--- src/rtl/accel_host_ctrl.sv ---
// ---------------------------------------------------------------------------
// accel_host_ctrl
//
// Host-side controller for the matrix accelerator. For one job it streams the
// input words into the input RAM, holds comp_enb high for START_HOLD cycles,
// waits for the accelerator's done pulse, then reads the result RAM back and
// streams the words out.
//
// Optional feature (compile-time macro ACC_HOST_TIMEOUT_EN):
//   defined   - a 24-bit watchdog counts cycles spent in WAIT; when it reaches
//               24'hFFFFFF the job is abandoned (no result reads) and job_err
//               is set until the next accepted cmd_start.
//   undefined - WAIT waits for done indefinitely and job_err is tied 0.
//
// Ports:
//   clk, rst_n                    clock, synchronous active-low reset
//   cmd_start                     one-cycle job start, accepted only in IDLE
//   load_len, res_base, res_len   job descriptor, latched at cmd_start
//   s_valid, s_data, s_ready      input word stream (host -> input RAM)
//   in_mem_addr/data/we           input RAM write port
//   comp_enb                      accelerator start level
//   busyb, done                   accelerator status (busyb informational)
//   res_mem_addr/rd, res_mem_q    result RAM read port, 1-cycle read latency
//   m_valid, m_data, m_last,
//   m_ready                       result word stream (result RAM -> host)
//   job_busy                      high from accepted cmd_start through FIN
//   job_err                       sticky watchdog error flag
// ---------------------------------------------------------------------------
module accel_host_ctrl #(
  parameter int DATA_W     = 64,
  parameter int ADDR_W     = 16,
  parameter int START_HOLD = 10
) (
  input  logic              clk,
  input  logic              rst_n,
  input  logic              cmd_start,
  input  logic [ADDR_W-1:0] load_len,
  input  logic [ADDR_W-1:0] res_base,
  input  logic [ADDR_W-1:0] res_len,
  input  logic              s_valid,
  input  logic [DATA_W-1:0] s_data,
  output logic              s_ready,
  output logic [ADDR_W-1:0] in_mem_addr,
  output logic [DATA_W-1:0] in_mem_data,
  output logic              in_mem_we,
  output logic              comp_enb,
  input  logic              busyb,
  input  logic              done,
  output logic [ADDR_W-1:0] res_mem_addr,
  output logic              res_mem_rd,
  input  logic [DATA_W-1:0] res_mem_q,
  output logic              m_valid,
  output logic [DATA_W-1:0] m_data,
  output logic              m_last,
  input  logic              m_ready,
  output logic              job_busy,
  output logic              job_err
);

  typedef enum logic [2:0] {
    ST_IDLE,
    ST_LOAD,
    ST_START,
    ST_WAIT,
    ST_DRAIN,
    ST_FIN
  } state_t;

  localparam logic [ADDR_W-1:0] ONE = {{(ADDR_W-1){1'b0}}, 1'b1};
  localparam logic [31:0] HOLD_LAST = 32'(START_HOLD - 1);

  state_t state;

  logic [ADDR_W-1:0] load_len_r;
  logic [ADDR_W-1:0] res_base_r;
  logic [ADDR_W-1:0] res_len_r;
  logic [ADDR_W-1:0] ld_addr;
  logic [31:0]       hold_cnt;
  logic              done_seen;

  // Drain bookkeeping: reads still to issue, words still to deliver, the
  // next read address, a flag for data arriving on res_mem_q this cycle, and
  // the skid buffer (m_data is the head entry, skid1 the second).
  logic [ADDR_W-1:0] rd_left;
  logic [ADDR_W-1:0] rd_addr;
  logic [ADDR_W-1:0] out_left;
  logic              q_valid;
  logic [1:0]        fill;
  logic [DATA_W-1:0] skid1;

`ifdef ACC_HOST_TIMEOUT_EN
  logic [23:0]       wd_cnt;
`endif

  // busyb carries no control meaning here; it is only brought in for
  // observability at the port.
  logic unused_busyb;
  assign unused_busyb = busyb;

  logic              pop;
  logic [1:0]        fill_pop;
  logic [1:0]        fill_n;
  logic [DATA_W-1:0] head_n;
  logic [DATA_W-1:0] skid1_n;
  logic [ADDR_W-1:0] out_left_n;
  logic              issue;

  // Skid buffer next state. A pop shifts the second entry into the head; an
  // arriving read word lands in the first free slot after the pop. A new read
  // is issued only while buffered words plus the read already on the RAM
  // port stay below two, so the buffer can never overflow under backpressure.
  always_comb begin
    pop        = m_valid & m_ready;
    fill_pop   = fill - {1'b0, pop};
    fill_n     = fill_pop + {1'b0, q_valid};
    head_n     = m_data;
    skid1_n    = skid1;
    out_left_n = out_left - {{(ADDR_W-1){1'b0}}, pop};
    if (pop) begin
      head_n = skid1;
    end
    if (q_valid) begin
      if (fill_pop == 2'd0) begin
        head_n = res_mem_q;
      end else begin
        skid1_n = res_mem_q;
      end
    end
    issue = (state == ST_DRAIN) && (rd_left != '0) &&
            (({1'b0, fill_n} + {2'b00, res_mem_rd}) < 3'd2);
  end

  // Main job sequencer; every output is a register written here.
  always_ff @(posedge clk) begin
    if (!rst_n) begin
      state        <= ST_IDLE;
      load_len_r   <= '0;
      res_base_r   <= '0;
      res_len_r    <= '0;
      ld_addr      <= '0;
      hold_cnt     <= '0;
      done_seen    <= 1'b0;
      rd_left      <= '0;
      rd_addr      <= '0;
      out_left     <= '0;
      q_valid      <= 1'b0;
      fill         <= 2'd0;
      skid1        <= '0;
      s_ready      <= 1'b0;
      in_mem_addr  <= '0;
      in_mem_data  <= '0;
      in_mem_we    <= 1'b0;
      comp_enb     <= 1'b0;
      res_mem_addr <= '0;
      res_mem_rd   <= 1'b0;
      m_valid      <= 1'b0;
      m_data       <= '0;
      m_last       <= 1'b0;
      job_busy     <= 1'b0;
`ifdef ACC_HOST_TIMEOUT_EN
      job_err      <= 1'b0;
      wd_cnt       <= '0;
`endif
    end else begin
      in_mem_we  <= 1'b0;
      res_mem_rd <= 1'b0;

      // Outside DRAIN keep the drain counters primed from the latched job
      // descriptor, so every path into DRAIN starts from a clean state.
      if (state != ST_DRAIN) begin
        rd_left  <= res_len_r;
        rd_addr  <= res_base_r;
        out_left <= res_len_r;
        q_valid  <= 1'b0;
        fill     <= 2'd0;
      end

      case (state)
        ST_IDLE: begin
          if (cmd_start) begin
            load_len_r <= load_len;
            res_base_r <= res_base;
            res_len_r  <= res_len;
            ld_addr    <= '0;
            job_busy   <= 1'b1;
`ifdef ACC_HOST_TIMEOUT_EN
            job_err    <= 1'b0;
`endif
            if (load_len == '0) begin
              state     <= ST_START;
              comp_enb  <= 1'b1;
              hold_cnt  <= '0;
              done_seen <= 1'b0;
            end else begin
              state   <= ST_LOAD;
              s_ready <= 1'b1;
            end
          end
        end

        ST_LOAD: begin
          if (s_valid) begin
            in_mem_we   <= 1'b1;
            in_mem_addr <= ld_addr;
            in_mem_data <= s_data;
            ld_addr     <= ld_addr + ONE;
            if (ld_addr == load_len_r - ONE) begin
              s_ready   <= 1'b0;
              state     <= ST_START;
              comp_enb  <= 1'b1;
              hold_cnt  <= '0;
              done_seen <= 1'b0;
            end
          end
        end

        // A done arriving while comp_enb is still held (including the final
        // hold cycle) is remembered so the job skips WAIT entirely.
        ST_START: begin
          hold_cnt  <= hold_cnt + 32'd1;
          done_seen <= done_seen | done;
          if (hold_cnt == HOLD_LAST) begin
            comp_enb <= 1'b0;
            if (done_seen | done) begin
              state <= (res_len_r == '0) ? ST_FIN : ST_DRAIN;
            end else begin
              state <= ST_WAIT;
`ifdef ACC_HOST_TIMEOUT_EN
              wd_cnt <= '0;
`endif
            end
          end
        end

        ST_WAIT: begin
          if (done) begin
            state <= (res_len_r == '0) ? ST_FIN : ST_DRAIN;
          end
`ifdef ACC_HOST_TIMEOUT_EN
          else if (wd_cnt == 24'hFFFFFF) begin
            job_err <= 1'b1;
            state   <= ST_FIN;
          end else begin
            wd_cnt <= wd_cnt + 24'd1;
          end
`endif
        end

        ST_DRAIN: begin
          fill     <= fill_n;
          m_data   <= head_n;
          skid1    <= skid1_n;
          q_valid  <= res_mem_rd;
          out_left <= out_left_n;
          m_valid  <= (fill_n != 2'd0);
          m_last   <= (fill_n != 2'd0) && (out_left_n == ONE);
          if (issue) begin
            res_mem_rd   <= 1'b1;
            res_mem_addr <= rd_addr;
            rd_addr      <= rd_addr + ONE;
            rd_left      <= rd_left - ONE;
          end
          if (pop && (out_left == ONE)) begin
            m_valid <= 1'b0;
            m_last  <= 1'b0;
            state   <= ST_FIN;
          end
        end

        ST_FIN: begin
          job_busy <= 1'b0;
          state    <= ST_IDLE;
        end

        default: state <= ST_IDLE;
      endcase
    end
  end

`ifndef ACC_HOST_TIMEOUT_EN
  assign job_err = 1'b0;
`endif

endmodule

--- config.mk ---
export PLATFORM = sky130hd
export DESIGN_NAME = accel_host_ctrl
export DESIGN_NICKNAME = d
export VERILOG_FILES = /design/src/rtl/accel_host_ctrl.sv
export SDC_FILE = /design/constraint.sdc
export NUM_CORES = 1
export LEC_CHECK = 0
export CAP_MARGIN = 20
export CORE_AREA = 2 2 234 236
export DETAILED_ROUTE_END_ITERATION = 8
export DIE_AREA = 0 0 236 238
export SLEW_MARGIN = 0
export SYNTH_ARGS = -nofsm -noshare
export SYNTH_HDL_FRONTEND = slang
export SYNTH_SLANG_ARGS = --single-unit
--- constraint.sdc ---
create_clock -name clk -period 4 [get_ports clk]
set_input_delay 0.8 -clock clk [delete_from_list [all_inputs] [get_ports clk]]
set_output_delay 0.8 -clock clk [all_outputs]
set_load 0.005 [all_outputs]
; Yosys cells after proc, flatten, opt, wreduce, memory -nomap -nowiden
; Index checks and enable logic that the tools add are counted.
[word_totals]
regBits = 382
in_bits = 183
output_inout_bits = 168
elab_cells = 134
[classes]
add_sub_neg = 9
n_lt_le_gt_ge = 1
eq_ne = 18
muxes = 53
bitwise = 3
n_reduce_logical = 26
[ops]
columns = cell, n
row1 = 64-bit two-way mux, 3
row2 = 16-bit two-way mux, 10
row3 = 32-bit two-way mux, 4
row4 = 32-bit case mux with 3 select lines, 1
row5 = 16-bit by 1-bit adder with 16-bit output (second input constant), 2
row6 = 32-bit by 1-bit adder with 32-bit output (second input constant), 1
row7 = 16-bit by 1-bit equality test with 1-bit output (second input constant), 2
row8 = 32-bit by 4-bit equality test with 1-bit output (second input constant), 1
row9 = 16-bit zero test, 2
row10 = 16-bit case mux with 2 select lines, 1
row11 = 16-bit by 1-bit subtractor with 16-bit output (second input constant), 2
row12 = 3-bit two-way mux, 7
row13 = 1-bit two-way mux, 19
row14 = 16-bit equality test, 1
row15 = 16-bit nonzero test, 1
row16 = 16-bit by 1-bit subtractor with 16-bit output, 1
row17 = 3-bit case mux with 5 select lines, 1
row18 = 2-bit != test (second input constant), 7
row19 = 2-bit AND reduction, 6
row20 = 6-bit AND reduction, 2
row21 = 5-bit AND reduction, 2
row22 = 2-bit nonzero test, 4
row23 = 3-bit by 2-bit equality test with 1-bit output (second input constant), 2
row24 = 3-bit equality test (second input constant), 2
row25 = other kinds (18), 26

; Depth between registers and ports, before layout
[logic_depth]
word_depth = 8
depth_mapped = 13
mapped_depth_nobuf = 12

; Least setup slack after synthesis
; OpenSTA, ideal clock, no wires.
[synth_path]
path_kind = input to register
startpoint = input port m_ready
endpoint = register res_mem_addr[10]
setup_ns = 0.128
arrival_time_ns = 3.112
t_required_ns = 3.872
setup_slack_ns = 0.761
path_stages = 12
path_buffers = 2
cell_sequence = nand2_1 > inv_1 > ha_1 > inv_1 > ha_1 > xnor2_1 > a211o_1 > a31oi_1 > clkbuf_1 > clkbuf_1 > mux2i_1 > nor2_1
[synth_via]
elab_chain_cells = 7
[synth_lines]
columns = item, line
row1 = from (decl), 55  ; input logic m_ready,
row2 = 1-bit AND, 113  ; pop = m_valid & m_ready;
row3 = 2-bit by 1-bit subtractor with 2-bit output, 114  ; fill_pop = fill - {1'b0, pop};
row4 = 2-bit by 1-bit adder with 2-bit output, 115  ; fill_n = fill_pop + {1'b0, q_valid};
row5 = 2-bit by 1-bit adder with 3-bit output, 130  ; (({1'b0, fill_n} + {2'b00, res_mem_rd}) < 3'd2);
row6 = 3-bit by 2-bit < comparator with 1-bit output, 130
row7 = 1-bit logical AND, 129  ; issue = (state == ST_DRAIN) && (rd_left != '0) &&
row8 = 2-bit AND reduction (no source line), -
row9 = to (signal assigned), 259  ; res_mem_addr <= rd_addr;
row10 = to (decl), 49  ; output logic [ADDR_W-1:0] res_mem_addr,
; Every way passes these cells.
; A chain may end at the register's enable or synchronous reset.

; Final worst setup path
[layout_path]
startpoint = register load_len_r[0]
endpoint = register hold_cnt[18]
[layout_via]
elab_chain_cells = 4
[layout_lines]
columns = item, line
row1 = from (decl), 74  ; logic [ADDR_W-1:0] load_len_r;
row2 = from (signal assigned), 181  ; load_len_r <= load_len;
row3 = 16-bit by 1-bit subtractor with 16-bit output, 207  ; if (ld_addr == load_len_r - ONE) begin
row4 = 16-bit equality test, 207
row5 = 2-bit != test (no source line), -
row6 = 5-bit AND reduction (no source line), -
row7 = to (signal assigned), 220  ; hold_cnt <= hold_cnt + 32'd1;
row8 = to (decl), 78  ; logic [31:0] hold_cnt;
; Every way passes these cells.

==> results.md <==
• initial cell density of the core: 29.7%
• CP max FO: 28
• synth warn: 0
• pre-CTS setup slack: 0.149 ns
• category of the worst setup path capture point: flop
• class of the most critical setup path: reg -> reg
• Final Routed Wirelength: 47100 um
• Combinational Power Share: 19.0%
• internal power: 7.56 mW
• overall track demand over capacity in global routing: 16.1%
• DRC errors left: 0
• final RePlAce weighted congestion: 0.810
• count of maximum capacitance violations: 0
• final worst slack: 0.395 ns
• number of antenna violations at the first check in global routing: 2
• Post-Synth XOR/XNOR Area: 4.29%
• number of enable flip-flop cells after synthesis: 0
• post-synthesis register bit count: 382
• share of synthesized area occupied by flip-flops and latches: 48.1%
• final-layout setup total negative slack: 0 ns
• met1 layer usage reported by global route: 19.9%
• count of cells resized by post-cts repair: 0
• Relative slew margins: 30.1%
• nature of the critical path startpoint: flop
• Avg WL per Cell: 15.9 um
• Hold/Removal Path Class: reg -> reg
• DRT Pass-1 Iters: 5
• clock latency of the later-clocked register in the worst-skew pair: 0.57 ns
• post-route antenna net violation count: 0
• Final min period: 3.60 ns
• Synth top area share: 48.1%
• routing usage on met3: 3.27%
• post-synth cell types: 57
• CTS Hold Bufs: 0
• total power per unit cell area: 490 nW/um^2
• dominant cell type by area after synthesis: sky130_fd_sc_hd__dfxtp_1
• FP Rows: 85
• fraction of final layout cells sized beyond drive strength 1: 5.39%
• HPWL after detailed placement: 32400 um
• syn nets: 2135
• final cycle utilization of the critical path: 90.1%
• highest achievable clock rate: 0.277 GHz
• static power due to leakage: 7.63 nW
• fraction of the mapped netlist area in adder cells: 0.865%
• Slew Viols, Final: 0
• first-pass GRT wire length: 73900 um
• met2 usage in global routing: 27.8%
• transition time of the tightest slew-check pin: 1.05 ns
• CTS tree: done
• area added between synthesis and finish: 36.1%
• sequential power share: 42.0%
• H-tree lvl count: 2
• synthesized area: 15900 um^2
• GRT busiest layer: met2
• share of flip-flops with an asynchronous set or reset: 0%
• core occupancy in the finished layout: 40.5%
• post-placement cell area: 20200 um^2
• Chip Width: 236 um
• commonest non-fill, non-tap cell in the layout: sky130_fd_sc_hd__nand2_1
• clock root buffer master: sky130_fd_sc_hd__clkbuf_16
• signal arrival time at the worst endpoint: 4.11 ns
• final hold violations: 0
• Peak supply drop: 289 uV
• biggest area contributors in the synthesized netlist: sky130_fd_sc_hd__dfxtp_1 48%, sky130_fd_sc_hd__nand2_1 10%, sky130_fd_sc_hd__a21oi_1 8.7%
• number of global-route vias before repair: 13.6k
• Switch Pwr: 3.06 mW
• Synth Flop Type: sky130_fd_sc_hd__dfxtp_1
• core region area: 53500 um^2
• average size of a mapped cell: 8.20 um^2
• Nets: 2425
• multiplexer share of the synthesized area: 5.17%
• total non-filler cell area in the finished layout: 21700 um^2
• simple logic cell fraction of the synthesized area: 21.7%
• buffer depth of the longest clock path: 3
• run status: finished clean
• main combinational cell family by area after synthesis: simple AND/OR/NAND/NOR gates
• number of setup buffers added after CTS: 0
• setup clock skew after layout: 0.0238 ns
• number of standard cells after synthesis: 1941
• number of sinks handled by clock tree synthesis: 382
• Switching Fraction: 28.8%
• Overall Power: 10.6 mW
• Setup Viol. Count Final: 0
• maximum number of pins on one net before global-route repair: 124
• total congestion overflow after global routing: 0
• required time worst endpoint: 4.51 ns
• ANT cells: 0
• via total after detailed routing: 14.5k
• number of DRC markers in iteration 0: 789
• Die Footprint: 56200 um^2
• vias per std cell: 4.89
• CTS buffer count: 44
• overall die height: 238 um
• compound-cell area share of the yosys netlist: 16.1%
• number of top-level pins: 351
• most frequent cells in the layout: 435 x sky130_fd_sc_hd__nand2_1, 382 x sky130_fd_sc_hd__dfxtp_1, 348 x sky130_fd_sc_hd__clkdlybuf4s50_1
• unrepaired setup endpoints after global routing: no
• clock-pin slew on the worst setup and hold paths: 0.06 ns
• clock share of power: 39.0%
• quantity of I/O buffers inserted on ports: 348
[final cells by class]
class / instances / area (um^2)
well taps: 696 / 871
clock buffers: 68 / 1310
flip-flops and latches: 382 / 7650
clock inverters: 11 / 174
multi-input cells: 1399 / 7740
inverters: 24 / 97.6
fillers: 5365 / 31800
repair buffers: 380 / 3820
[state kept, by name (all words and copies together), names as in the netlist, 2 cells and up]
name / flops
state: 3
res_mem_addr: 16
in_mem_data: 64
rd_addr: 16
fill: 2
in_mem_addr: 16
out_left: 16
rd_left: 16
skid1: 64
load_len_r: 16
res_len_r: 16
res_base_r: 16
m_data: 64
hold_cnt: 32
ld_addr: 16
[cell usage after synthesis (28+ instances only)]
cell type                  number
sky130_fd_sc_hd__a211oi_1      74
sky130_fd_sc_hd__a21oi_1      276
sky130_fd_sc_hd__clkbuf_1     124
sky130_fd_sc_hd__dfxtp_1      382
sky130_fd_sc_hd__mux2i_1       81
sky130_fd_sc_hd__nand2_1      435
sky130_fd_sc_hd__nand3_1       33
sky130_fd_sc_hd__nor2_1       149
sky130_fd_sc_hd__nor4_1        29
sky130_fd_sc_hd__o21ai_0       44
sky130_fd_sc_hd__or3_1         28
sky130_fd_sc_hd__xnor2_1       45
sky130_fd_sc_hd__xor2_1        33
[worst paths after layout]
path | start | end | slack [ns] | cells after the start
min | res_base_r[11]$_SDFFE_PN0P_ | res_base_r[11]$_SDFFE_PN0P_ | 0.45 | 2
max | load_len_r[0]$_SDFFE_PN0P_ | hold_cnt[18]$_SDFFE_PN0P_ | 0.40 | 10
max reg2reg | load_len_r[0]$_SDFFE_PN0P_ | hold_cnt[18]$_SDFFE_PN0P_ | 0.40 | 10
min reg2reg | res_base_r[11]$_SDFFE_PN0P_ | res_base_r[11]$_SDFFE_PN0P_ | 0.45 | 2
[per-layer routing]
layer	up-vias	routed length, um
met5	-	16
li1	7281	-
met4	2	1340
met1	6754	20400
met2	358	23000
met3	78	2400
[cell families (layout without fill, tap and decap cells)]
group	after synthesis	after routing
buffers and inverters	160	483
AO/OA/AOI/OAI	444	444
other	1	1
multiplexers	82	82
flip-flops	382	382
AND/OR/NAND/NOR	783	783
adder cells (fa/ha/maj)	11	11
XOR/XNOR	78	78
[stage by stage]
stage | hold WS [ns] | instances
floorplan | 0.433 | 1941
CTS | 0.453 | 2959
detailed placement | 0.445 | 2880
finish | 0.451 | 2960
global placement | 0.441 | 2880
global route | 0.466 | 2960
[power by group through the flow]
stage | clock (mW) | sequential, mW | combinational [mW]
2_1_floorplan | 0 | 4.43 | 1.26
3_3_place_gp | 0 | 4.52 | 2.00
3_5_place_dp | 0 | 4.53 | 2.03
4_1_cts | 4.29 | 4.45 | 2.04
5_1_grt | 4.43 | 4.50 | 2.23
6_report | 4.14 | 4.46 | 2.02
[critical path: stages (launching register included)]
cell and delay, ns:
sky130_fd_sc_hd__dfxtp_1 0.37, sky130_fd_sc_hd__inv_1 0.08, sky130_fd_sc_hd__ha_1 0.25, sky130_fd_sc_hd__or4b_2 0.62, sky130_fd_sc_hd__nor3_1 0.21, sky130_fd_sc_hd__o211ai_1 0.15, sky130_fd_sc_hd__a32o_1 0.26, sky130_fd_sc_hd__nor4_4 0.48
sky130_fd_sc_hd__a21oi_2 0.39, sky130_fd_sc_hd__or4_1 0.57, sky130_fd_sc_hd__a21oi_1 0.14
Power figures use the tool's default switching activity.
